[config.mk]
export PLATFORM = sky130hd
export DESIGN_NAME = pc_sequencer_flat
export DESIGN_NICKNAME = d
export VERILOG_FILES = /design/src/rtl/pc_sequencer_if.sv /design/src/rtl/pc_sequencer.sv /design/src/flat_wrapper.sv
export SDC_FILE = /design/constraint.sdc
export NUM_CORES = 1
export LEC_CHECK = 0
export ABC_AREA = 1
export BUFFER_PORTS_ARGS = -buffer_cell sky130_fd_sc_hd__buf_4
export CAP_MARGIN = 20
export CORE_UTILIZATION = 60
export CTS_BUF_LIST = sky130_fd_sc_hd__clkbuf_8
export DETAILED_ROUTE_END_ITERATION = 16
export PLACE_DENSITY = 0.81
export SKIP_CTS_REPAIR_TIMING = 1
export SYNTH_ARGS = -nofsm -noshare
export SYNTH_HDL_FRONTEND = slang
export SYNTH_SLANG_ARGS = --single-unit
[constraint.sdc]
create_clock -name clk -period 6.2 [get_ports clk]
set_input_delay 0.31 -clock clk [delete_from_list [all_inputs] [get_ports clk]]
set_output_delay 0.31 -clock clk [all_outputs]
set_load 0.01 [all_outputs]
[src/rtl/pc_sequencer_if.sv]
// Decode-side bundle for pc_sequencer: run control, advance gating, branch/loop/halt
// decode fields, and the registered PC plus status returned to the decoder.
interface pc_sequencer_if #(
  parameter int PC_W       = 12,
  parameter int CNT_W      = 16,
  parameter int LOOP_DEPTH = 4
);
  localparam int LVL_W = $clog2(LOOP_DEPTH + 1);

  logic             start;
  logic [PC_W-1:0]  start_addr;
  logic             is_not_vect;
  logic             done_auto_incr;
  logic             is_vstreamout;
  logic             supplier;
  logic             done_steady;
  logic [1:0]       br_op;
  logic             flag_neq;
  logic [PC_W-1:0]  branch_immediate;
  logic             is_loop;
  logic [CNT_W-1:0] loop_count;
  logic [PC_W-1:0]  loop_end;
  logic             is_halt;

  logic [PC_W-1:0]  pc;
  logic             running;
  logic             pc_step;
  logic             done;
  logic [LVL_W-1:0] loop_level;
  logic             err_loop_ovf;
  logic [1:0]       dbg_state;

  modport master (
    output start, start_addr, is_not_vect, done_auto_incr, is_vstreamout, supplier,
           done_steady, br_op, flag_neq, branch_immediate, is_loop, loop_count,
           loop_end, is_halt,
    input  pc, running, pc_step, done, loop_level, err_loop_ovf, dbg_state
  );

  modport slave (
    input  start, start_addr, is_not_vect, done_auto_incr, is_vstreamout, supplier,
           done_steady, br_op, flag_neq, branch_immediate, is_loop, loop_count,
           loop_end, is_halt,
    output pc, running, pc_step, done, loop_level, err_loop_ovf, dbg_state
  );
endinterface

[src/rtl/pc_sequencer.sv]
// Registered PC sequencer: start/halt run FSM, completion-gated advance, BNE/BEQ/JMP,
// and a zero-overhead hardware loop stack.
module pc_sequencer #(
  parameter int PC_W       = 12,
  parameter int CNT_W      = 16,
  parameter int LOOP_DEPTH = 4,
  parameter int REL_BRANCH = 0
) (
  input  logic          clk,
  input  logic          rst,
  pc_sequencer_if.slave bus
);
  localparam int LVL_W = $clog2(LOOP_DEPTH + 1);
  localparam int IDX_W = (LOOP_DEPTH > 1) ? $clog2(LOOP_DEPTH) : 1;

  typedef enum logic [1:0] {
    ST_IDLE   = 2'd0,
    ST_RUN    = 2'd1,
    ST_HALTED = 2'd2
  } state_t;

  state_t           state_q, state_d;
  logic [PC_W-1:0]  pc_q, pc_d;
  logic [LVL_W-1:0] level_q, level_d;
  logic             ovf_q, ovf_d;
  logic             done_q, done_d;

  logic [PC_W-1:0]  stk_start [LOOP_DEPTH];
  logic [PC_W-1:0]  stk_end   [LOOP_DEPTH];
  logic [CNT_W-1:0] stk_cnt   [LOOP_DEPTH];

  logic             ready;
  logic             step;
  logic             br_taken;
  logic             stk_empty;
  logic             stk_full;
  logic             at_loop_end;
  logic [IDX_W-1:0] top_idx;
  logic [IDX_W-1:0] push_idx;
  logic [PC_W-1:0]  pc_inc;
  logic [PC_W-1:0]  br_target;
  logic             do_push;
  logic             do_dec;

  // Handshake: the current instruction is "valid" while RUN; it is accepted (retired)
  // in any cycle where done_steady and ready are both high, and pc_step marks that
  // single-cycle acceptance. Every PC/stack/state change happens only on that edge.
  assign ready = bus.is_not_vect ? 1'b1
                                 : (bus.done_auto_incr & (~bus.is_vstreamout | bus.supplier));
  assign step  = (state_q == ST_RUN) & bus.done_steady & ready;

  assign stk_empty   = (level_q == '0);
  assign stk_full    = (level_q == LVL_W'(LOOP_DEPTH));
  assign top_idx     = IDX_W'(level_q - LVL_W'(1));
  assign push_idx    = IDX_W'(level_q);
  assign at_loop_end = !stk_empty && (pc_q == stk_end[top_idx]);
  assign pc_inc      = pc_q + PC_W'(1);

  // Modulo-2^PC_W addition makes the relative offset behave as sign-extended.
  assign br_target = (REL_BRANCH != 0) ? (pc_q + bus.branch_immediate) : bus.branch_immediate;

  always_comb begin
    br_taken = 1'b0;
    case (bus.br_op)
      2'b01:   br_taken = bus.flag_neq;
      2'b10:   br_taken = ~bus.flag_neq;
      2'b11:   br_taken = 1'b1;
      default: br_taken = 1'b0;
    endcase
  end

  always_comb begin
    state_d = state_q;
    pc_d    = pc_q;
    level_d = level_q;
    ovf_d   = ovf_q;
    done_d  = 1'b0;
    do_push = 1'b0;
    do_dec  = 1'b0;
    case (state_q)
      ST_IDLE, ST_HALTED: begin
        if (bus.start) begin
          state_d = ST_RUN;
          pc_d    = bus.start_addr;
          level_d = '0;
          ovf_d   = 1'b0;
        end
      end
      ST_RUN: begin
        if (step) begin
          if (bus.is_halt) begin
            state_d = ST_HALTED;
            done_d  = 1'b1;
          end else if (br_taken) begin
            pc_d = br_target;
          end else if (bus.is_loop) begin
            if (bus.loop_count == '0) begin
              pc_d = bus.loop_end + PC_W'(1);
            end else if (stk_full) begin
              ovf_d = 1'b1;
              pc_d  = pc_inc;
            end else begin
              do_push = 1'b1;
              level_d = level_q + LVL_W'(1);
              pc_d    = pc_inc;
            end
          end else if (at_loop_end) begin
            // Loop-back loads the body start directly, so iteration costs no bubble.
            if (stk_cnt[top_idx] > CNT_W'(1)) begin
              do_dec = 1'b1;
              pc_d   = stk_start[top_idx];
            end else begin
              level_d = level_q - LVL_W'(1);
              pc_d    = pc_inc;
            end
          end else begin
            pc_d = pc_inc;
          end
        end
      end
      default: state_d = ST_IDLE;
    endcase
  end

  always_ff @(posedge clk) begin
    if (rst) begin
      state_q <= ST_IDLE;
      pc_q    <= '0;
      level_q <= '0;
      ovf_q   <= 1'b0;
      done_q  <= 1'b0;
    end else begin
      state_q <= state_d;
      pc_q    <= pc_d;
      level_q <= level_d;
      ovf_q   <= ovf_d;
      done_q  <= done_d;
    end
  end

  // Entry payload needs no reset: entries above loop_level are never read.
  always_ff @(posedge clk) begin
    if (!rst) begin
      if (do_push) begin
        stk_start[push_idx] <= pc_inc;
        stk_end[push_idx]   <= bus.loop_end;
        stk_cnt[push_idx]   <= bus.loop_count;
      end else if (do_dec) begin
        stk_cnt[top_idx] <= stk_cnt[top_idx] - CNT_W'(1);
      end
    end
  end

  assign bus.pc           = pc_q;
  assign bus.running      = (state_q == ST_RUN);
  assign bus.pc_step      = step;
  assign bus.done         = done_q;
  assign bus.loop_level   = level_q;
  assign bus.err_loop_ovf = ovf_q;
  assign bus.dbg_state    = state_q;

`ifndef SYNTHESIS
  level_bounded: assert property (@(posedge clk) disable iff (rst)
    level_q <= LVL_W'(LOOP_DEPTH));
  done_single: assert property (@(posedge clk) disable iff (rst)
    done_q |=> !done_q);
`endif
endmodule

[src/flat_wrapper.sv]
// flat-port wrapper written by rule: the top's interface ports become plain ports
module pc_sequencer_flat 
#(
  parameter int PC_W       = 12,
  parameter int CNT_W      = 16,
  parameter int LOOP_DEPTH = 4,
  parameter int REL_BRANCH = 0
)
  (clk, rst, bus_start, bus_start_addr, bus_is_not_vect, bus_done_auto_incr, bus_is_vstreamout, bus_supplier, bus_done_steady, bus_br_op, bus_flag_neq, bus_branch_immediate, bus_is_loop, bus_loop_count, bus_loop_end, bus_is_halt, bus_pc, bus_running, bus_pc_step, bus_done, bus_loop_level, bus_err_loop_ovf, bus_dbg_state);
  pc_sequencer_if #(.PC_W(PC_W), .CNT_W(CNT_W), .LOOP_DEPTH(LOOP_DEPTH)) bus_i ();
  input  logic clk;
  input  logic rst;
  input wire logic [$bits(bus_i.start)-1:0] bus_start;
  input wire logic [$bits(bus_i.start_addr)-1:0] bus_start_addr;
  input wire logic [$bits(bus_i.is_not_vect)-1:0] bus_is_not_vect;
  input wire logic [$bits(bus_i.done_auto_incr)-1:0] bus_done_auto_incr;
  input wire logic [$bits(bus_i.is_vstreamout)-1:0] bus_is_vstreamout;
  input wire logic [$bits(bus_i.supplier)-1:0] bus_supplier;
  input wire logic [$bits(bus_i.done_steady)-1:0] bus_done_steady;
  input wire logic [$bits(bus_i.br_op)-1:0] bus_br_op;
  input wire logic [$bits(bus_i.flag_neq)-1:0] bus_flag_neq;
  input wire logic [$bits(bus_i.branch_immediate)-1:0] bus_branch_immediate;
  input wire logic [$bits(bus_i.is_loop)-1:0] bus_is_loop;
  input wire logic [$bits(bus_i.loop_count)-1:0] bus_loop_count;
  input wire logic [$bits(bus_i.loop_end)-1:0] bus_loop_end;
  input wire logic [$bits(bus_i.is_halt)-1:0] bus_is_halt;
  output wire logic [$bits(bus_i.pc)-1:0] bus_pc;
  output wire logic [$bits(bus_i.running)-1:0] bus_running;
  output wire logic [$bits(bus_i.pc_step)-1:0] bus_pc_step;
  output wire logic [$bits(bus_i.done)-1:0] bus_done;
  output wire logic [$bits(bus_i.loop_level)-1:0] bus_loop_level;
  output wire logic [$bits(bus_i.err_loop_ovf)-1:0] bus_err_loop_ovf;
  output wire logic [$bits(bus_i.dbg_state)-1:0] bus_dbg_state;
  assign bus_i.start = bus_start;
  assign bus_i.start_addr = bus_start_addr;
  assign bus_i.is_not_vect = bus_is_not_vect;
  assign bus_i.done_auto_incr = bus_done_auto_incr;
  assign bus_i.is_vstreamout = bus_is_vstreamout;
  assign bus_i.supplier = bus_supplier;
  assign bus_i.done_steady = bus_done_steady;
  assign bus_i.br_op = bus_br_op;
  assign bus_i.flag_neq = bus_flag_neq;
  assign bus_i.branch_immediate = bus_branch_immediate;
  assign bus_i.is_loop = bus_is_loop;
  assign bus_i.loop_count = bus_loop_count;
  assign bus_i.loop_end = bus_loop_end;
  assign bus_i.is_halt = bus_is_halt;
  assign bus_pc = bus_i.pc;
  assign bus_running = bus_i.running;
  assign bus_pc_step = bus_i.pc_step;
  assign bus_done = bus_i.done;
  assign bus_loop_level = bus_i.loop_level;
  assign bus_err_loop_ovf = bus_i.err_loop_ovf;
  assign bus_dbg_state = bus_i.dbg_state;
  pc_sequencer #(.PC_W(PC_W), .CNT_W(CNT_W), .LOOP_DEPTH(LOOP_DEPTH), .REL_BRANCH(REL_BRANCH)) u_core (.clk(clk), .rst(rst), .bus(bus_i));
endmodule
# [Word-level counts from Yosys, hierarchy flattened]
# Memories as Yosys holds them, arrays and structs flattened.
# Cells that the tools add are included.
[totals] regBits=19 ram_bits=160 inputBits=65 out_inout_bits=21 mem_count=3
[classes] addsub=5 n_lt_le_gt_ge=1 n_eq_ne=19 muxes=58 bitwise=8 reduce_logical=13
[memory_table] memory="u_core.stk_cnt" depth=4 word_bits=16 read_ports=1 rd_clocked_by_memory_dff=0 write_ports=1 line="pc_sequencer.sv:30" source="logic [CNT_W-1:0] stk_cnt [LOOP_DEPTH];"
[memory_table] memory="u_core.stk_end" depth=4 word_bits=12 read_ports=1 rd_clocked_by_memory_dff=0 write_ports=1 line="pc_sequencer.sv:29" source="logic [PC_W-1:0] stk_end [LOOP_DEPTH];"
[memory_table] memory="u_core.stk_start" depth=4 word_bits=12 read_ports=1 rd_clocked_by_memory_dff=0 write_ports=1 line="pc_sequencer.sv:28" source="logic [PC_W-1:0] stk_start [LOOP_DEPTH];"
[ops] cell="12-bit two-way mux" n=8
[ops] cell="1-bit two-way mux" n=31
[ops] cell="3-bit two-way mux" n=9
[ops] cell="12-bit by 1-bit adder with 12-bit output, second input constant" n=2
[ops] cell="12-bit one-hot mux with 2 select lines" n=1
[ops] cell="16-bit by 1-bit > comparator with 1-bit output, second input constant" n=1
[ops] cell="16-bit zero test" n=1
[ops] cell="16-bit two-way mux" n=1
[ops] cell="16-bit OR reduction" n=1
[ops] cell="16-bit by 1-bit subtractor with 16-bit output, second input constant" n=1
[ops] cell="12-bit == test" n=1
[ops] cell="2-bit inequality test, second input constant" n=6
[ops] cell="3-bit inequality test, second input constant" n=3
[ops] cell="9-bit AND reduction" n=1
[ops] cell="2-bit two-way mux" n=4
[ops] cell="8-bit AND reduction" n=1
[ops] cell="2-bit == test, second input constant" n=3
[ops] cell="3-bit one-hot mux with 2 select lines" n=1
[ops] cell="2-bit by 1-bit == test with 1-bit output, second input constant" n=2
[ops] cell="2-bit by 1-bit inequality test with 1-bit output, second input constant" n=2
[ops] cell="1-bit inverter" n=4
[ops] cell="2-bit one-hot mux with 2 select lines" n=1
[ops] cell="4-bit AND reduction" n=1
[ops] cell="3-bit by 1-bit adder with 3-bit output, second input constant" n=1
[ops] cell="other kinds (15)" n=17

# [Depth between registers and ports, before layout]
# An unclocked memory read counts as a cell.
[logic_depth] word_depth=16 mapped_depth=25

# [Worst setup path before layout]
# Ideal clock, no wire load.
[synth_timing] path_type="register to register" from="register u_core.level_q[0], in the netlist u_core.bus.loop_level[0]" to="memory u_core.stk_cnt[0][0], enable pin" setup_ns=0.388 t_arrival_ns=4.338 t_required_ns=5.812 path_slack_ns=1.473 stages_incl_launch_ff=26 n_path_buf=6 period_less_slack_ns=4.727 path_cell_list="dfxtp_1 > inv_2 > buf_2 > buf_4 > buf_2 > buf_2 > ha_1 > inv_2 > buf_2 > buf_2 > a21oi_1 > a32oi_2 > inv_1 > ha_1 > or2_2 > nand2_1 > nor2_1 > nand3b_1 > nor2_1 > nor3_2 > nand2_4 > clkinv_2 > nand2_1 > nand2_1 > nand2_1 > nor2_1"
[synth_between] elab_chain_len=16 word_cells_on_any_way=33 classes_between="add/sub (1); order compare (1); eq/ne (2); mux (23); reduce/logical (4); memory (2)"
[synth_lines] item="start, declared" line="pc_sequencer.sv:24" source="logic [LVL_W-1:0] level_q, level_d;"
[synth_lines] item="start signal, assigned" line="pc_sequencer.sv:135" source="level_q <= level_d;"
[synth_lines] item="3-bit by 1-bit subtractor with 3-bit output" line="pc_sequencer.sv:54" source="assign top_idx = IDX_W'(level_q - LVL_W'(1));"
[synth_lines] item="memory read 4 x 16 bit or memory read 4 x 12 bit (tied branches)"
[synth_lines] item="16-bit by 1-bit > comparator with 1-bit output or 12-bit == test (tied branches)" line="pc_sequencer.sv:109, pc_sequencer.sv:56"
[synth_lines] item="1-bit two-way mux or 1-bit logical AND (tied branches)" line="pc_sequencer.sv:109, pc_sequencer.sv:56"
[synth_lines] item="1-bit two-way mux" line="pc_sequencer.sv:107" source="end else if (at_loop_end) begin"
[synth_lines] item="1-bit two-way mux" line="pc_sequencer.sv:96" source="end else if (bus.is_loop) begin"
[synth_lines] item="1-bit two-way mux" line="pc_sequencer.sv:94" source="end else if (br_taken) begin"
[synth_lines] item="1-bit two-way mux" line="pc_sequencer.sv:91" source="if (bus.is_halt) begin"
[synth_lines] item="1-bit two-way mux" line="pc_sequencer.sv:90" source="if (step) begin"
[synth_lines] item="1-bit two-way mux" line="pc_sequencer.sv:80" source="case (state_q)"
[synth_lines] item="1-bit two-way mux" line="pc_sequencer.sv:148" source="end else if (do_dec) begin"
[synth_lines] item="1-bit two-way mux" line="pc_sequencer.sv:144" source="if (do_push) begin"
[synth_lines] item="1-bit two-way mux" line="pc_sequencer.sv:143" source="if (!rst) begin"
[synth_lines] item="1-bit two-way mux (not written as such)" line="pc_sequencer.sv:149" source="stk_cnt[top_idx] <= stk_cnt[top_idx] - CNT_W'(1);"
[synth_lines] item="16-bit OR reduction (no source line)"
[synth_lines] item="2-bit two-way mux (no source line) or 1-bit two-way mux (tied branches)"
[synth_lines] item="end, declared" line="pc_sequencer.sv:30"
# Parallel ways exist; a longest one is shown, timed or not.

# [Worst setup path after layout]
[layout_timing] from="register u_core.level_q[1], in the netlist u_core.bus.loop_level[1]" to="memory u_core.stk_cnt[3][15], enable pin"
# The elaborated chain is that of the path after synthesis.

==> impl_summary.log <==
INFO  metric totalWireLength = 21900 µm
INFO  metric layout.filler_cells = 1122
INFO  metric num-nets-final = 1094
INFO  metric rsz_0062_raised_after_global_routing = false
INFO  metric first_pass_iters = 6
INFO  metric post_synth_inst_count = 945
INFO  metric clock_skew = 0.0116 ns
INFO  metric global_route.usage.met1 = 0.408
INFO  metric clkTransAtPathRegs = 0.09 ns
INFO  metric crit_fanout = 42
INFO  metric hold_path_endpoint = u_core.stk_end[3][11]$_DFFE_PP_
INFO  metric timing.rr.start = u_core.bus.loop_level[1]$_SDFFE_PP0P_
INFO  metric regToRegSetupSlack = 1.58 ns
INFO  metric ys_ff_latch = 179
INFO  metric report.final.hold_viol_count = 0
INFO  metric drive_gt1_frac = 0.160
INFO  metric ff_latch_area = 5190 µm²
INFO  metric route.vias.total = 7152
INFO  metric synth.net_count = 1019
INFO  metric power.density_cell_area = 241 nW/µm²
INFO  metric synth_edf_count = 160
INFO  metric fp.dieH = 124 µm
INFO  metric setup_viol_count_final = 0
INFO  metric wl_per_cell = 18.0 µm
INFO  metric clockBufferDepth = 2
INFO  metric worst_ep_required_time = 6.38 ns
INFO  metric hpwlAfterDp = 15000 µm
INFO  metric clkLatencyLatePin = 0.47 ns
INFO  metric global_route_wire_length_before_repair = 35200 µm
INFO  metric layout_min_cycle_time = 4.62 ns
INFO  metric worstSetupEndpointType = flip-flop
INFO  metric ioPinCount = 86
INFO  metric async_reset_ff_frac = 0
INFO  metric antenna_violations_before_repair = 0
INFO  metric floorplan_die_area = 15500 µm²
INFO  metric timing.critical_path.buf_inv = 6
INFO  metric post_synth_num_cell_types = 45
INFO  metric grt_overflow = 0
INFO  metric crit_family = simple AND/OR/NAND/NOR gates
INFO  metric grt_busiest_layer = met2
INFO  metric synth.avg_cell_area = 9.51 µm²
INFO  metric worst-r2r-cell-count = 20
INFO  metric peakVddDrop = 0.000166 V
INFO  metric crit_path_slowest_cell = nor2_1
INFO  metric initial_utilization = 0.616
INFO  metric globalRouteMet2Util = 0.456
INFO  metric clockRootBuffer = clkbuf_8
INFO  metric grt_util_all_layers = 0.293
INFO  metric yosysWarningCount = 0
INFO  metric setup-tns-final = 0 ns
INFO  metric floorplan.die.width = 124 µm
INFO  metric num_rows = 44
INFO  metric most-common-layout-cells = nand2_1, edfxtp_1, buf_4, nand3_1, nor2_1
INFO  metric achievable-frequency = 217 MHz
INFO  metric holdPathStages = 1
INFO  metric critPathLaunchType = flip-flop
INFO  metric static-leakage-power = 4.01 nW
INFO  metric floorplan.core_area = 14600 µm²
INFO  metric timing.final.crit_share = 0.745
INFO  metric detail-route-antenna-nets = 0
INFO  metric crit_chain = inv_1, ha_1, buf_4, inv_2, buf_4, nand3_1, nand2_1, nand2_1, nand2_1, nor2_1, nand2_1, nor2_4, nand2_2, nor2_4, nand2_4, clkinv_2, nand2_1, nand3_1, nor2_1, buf_4
INFO  metric number_of_remaining_drc_errors = 0
INFO  metric timing_worst_setup_path_type = reg2reg
INFO  metric maxCapViolations = 0
INFO  metric syn-cell-area = 8990 µm²
INFO  metric critical_path.max_stage_delay = 0.62 ns
INFO  metric initialDrtViolationCount = 859
INFO  metric sinks_on_the_clock_net = 179
INFO  metric htree_levels = 4
INFO  metric globalRouteMet3Util = 0.0524
INFO  metric worst_pin_slew = 1.05 ns
INFO  metric postLayoutCoreUtil = 0.686
INFO  metric status = complete, no violations
INFO  metric synthFlopType = edfxtp_1
INFO  metric cts_made_buffers = 17
INFO  metric area_occupied_by_multi_input_gates = 3280 µm²
INFO  metric regToRegEndpoint = u_core.stk_cnt[3][15]$_DFFE_PP_
INFO  metric synth.yosys.seq_area_share = 0.577
INFO  metric critPathLaunch = u_core.bus.loop_level[1]$_SDFFE_PP0P_
INFO  metric layout_commonest_cell = nand2_1
INFO  metric num_antenna_cells = 0
INFO  metric crit_top_cell = nand2_1
INFO  metric routabilityCongestion = 0.941
INFO  metric worstHoldPathType = in2reg
INFO  metric worst_ep_arrival_time = 4.79 ns
INFO  metric number_of_global_route_vias_before_repair = 6824
INFO  metric area_growth = 11.4%
INFO  metric max_slew_headroom_at_the_worst_pin = 0.300
INFO  metric maxSlewViolCount = 0
INFO  metric hold_start = bus_loop_end[11]
INFO  metric grt_max_degree = 86
INFO  metric buffer_ports.inserted = 85
INFO  metric via_per_inst = 5.88
INFO  metric tritoncts_clock_tree = done
-- cell families after synthesis --
family,share of synthesized area
xor gates and xnor gates,0.0322
DFF,0.577
adders and majority gates,0.0125
muxes,0.00111
AOI/OAI and AO/OA,0.0760
buffers and inverters,0.0593
and+or+nand+nor,0.242
-- registers in the layout, summed over array words and instances, names as in the netlist --
| register | flops |
|---|---|
| u_core.bus.done | 1 |
| u_core.bus.err_loop_ovf | 1 |
| u_core.stk_cnt | 64 |
| u_core.stk_start | 48 |
| u_core.bus.loop_level | 3 |
| u_core.stk_end | 48 |
| u_core.bus.dbg_state | 2 |
| u_core.bus.pc | 12 |
-- worst register-to-register path, cell delays in order, from the launching register on --
cell and delay [ns]:
dfxtp_1 0.41, inv_1 0.12, ha_1 0.28, buf_4 0.25
inv_2 0.28, buf_4 0.50, nand3_1 0.19, nand2_1 0.11
nand2_1 0.06, nand2_1 0.07, nor2_1 0.04, nand2_1 0.12
nor2_4 0.12, nand2_2 0.10, nor2_4 0.04, nand2_4 0.17
clkinv_2 0.27, nand2_1 0.16, nand3_1 0.11, nor2_1 0.62
buf_4 0.32
-- report_power, final --
part           switching (mW)  internal (mW)  total [mW]
combinational           0.249          0.136       0.385
sequential             0.0168           1.32        1.34
clock                   0.417          0.271       0.687
total                   0.682           1.73        2.41
-- area by class of cell --
type                    instances  share of cell area
well taps                     184              0.0230
flip-flops and latches        179               0.518
repair buffers                 98              0.0735
multi-input cells             656               0.327
inverters                      68              0.0256
clock inverters                15             0.00937
clock buffers                  17              0.0234
-- routing by layer --
| metal | vias to the layer above | wire length [µm] |
|---|---|---|
| met5 | - | 0 |
| met3 | 59 | 1790 |
| met2 | 345 | 10300 |
| met1 | 3380 | 9140 |
| li1 | 3368 | - |
| met4 | 0 | 697 |
-- cell usage after synthesis, drive strengths merged (4+ instances only) --
master  number  share of area
edfxtp     160           0.53
nand2      291           0.12
o21ai       31          0.018
nor2        88          0.041
ha           9          0.013
nand4       15          0.011
a32o        11          0.012
xor2        26          0.025
nand3       95          0.053
inv         65          0.027
a221oi       7         0.0068
nor3         9         0.0061
a22oi       11         0.0092
buf         33          0.027
dfxtp       19          0.042
a21oi       36          0.021
or2          4         0.0028
clkbuf       9         0.0038
xnor2        7         0.0068
-- stage by stage --
step / cell area, µm² / cells / power (mW) / setup WS [ns] / hold WS (ns)
finish: 10000 / 1217 / 2.41 / 1.58 / 0.0670
global placement: 9690 / 1185 / 1.74 / 1.77 / 0.461
CTS: 10000 / 1217 / 2.41 / 1.61 / 0.0505
floorplan: 8990 / 945 / 1.62 / 1.47 / 0.409
global route: 10000 / 1217 / 2.49 / 1.19 / 0.0551
detailed placement: 9690 / 1185 / 1.74 / 1.63 / 0.478
-- how the worst max path moves through the flow --
| stage | to | cells after the start |
|---|---|---|
| floorplan | u_core.stk_cnt[0][0]$_DFFE_PP_ | 25 |
| global placement | u_core.stk_cnt[3][15]$_DFFE_PP_ | 18 |
| detailed placement | u_core.stk_cnt[3][9]$_DFFE_PP_ | 20 |
| CTS | u_core.stk_cnt[3][15]$_DFFE_PP_ | 20 |
| global route | u_core.stk_cnt[3][12]$_DFFE_PP_ | 18 |
| finish | u_core.stk_cnt[3][15]$_DFFE_PP_ | 20 |
No activity file was read; power rests on OpenSTA's default activity.
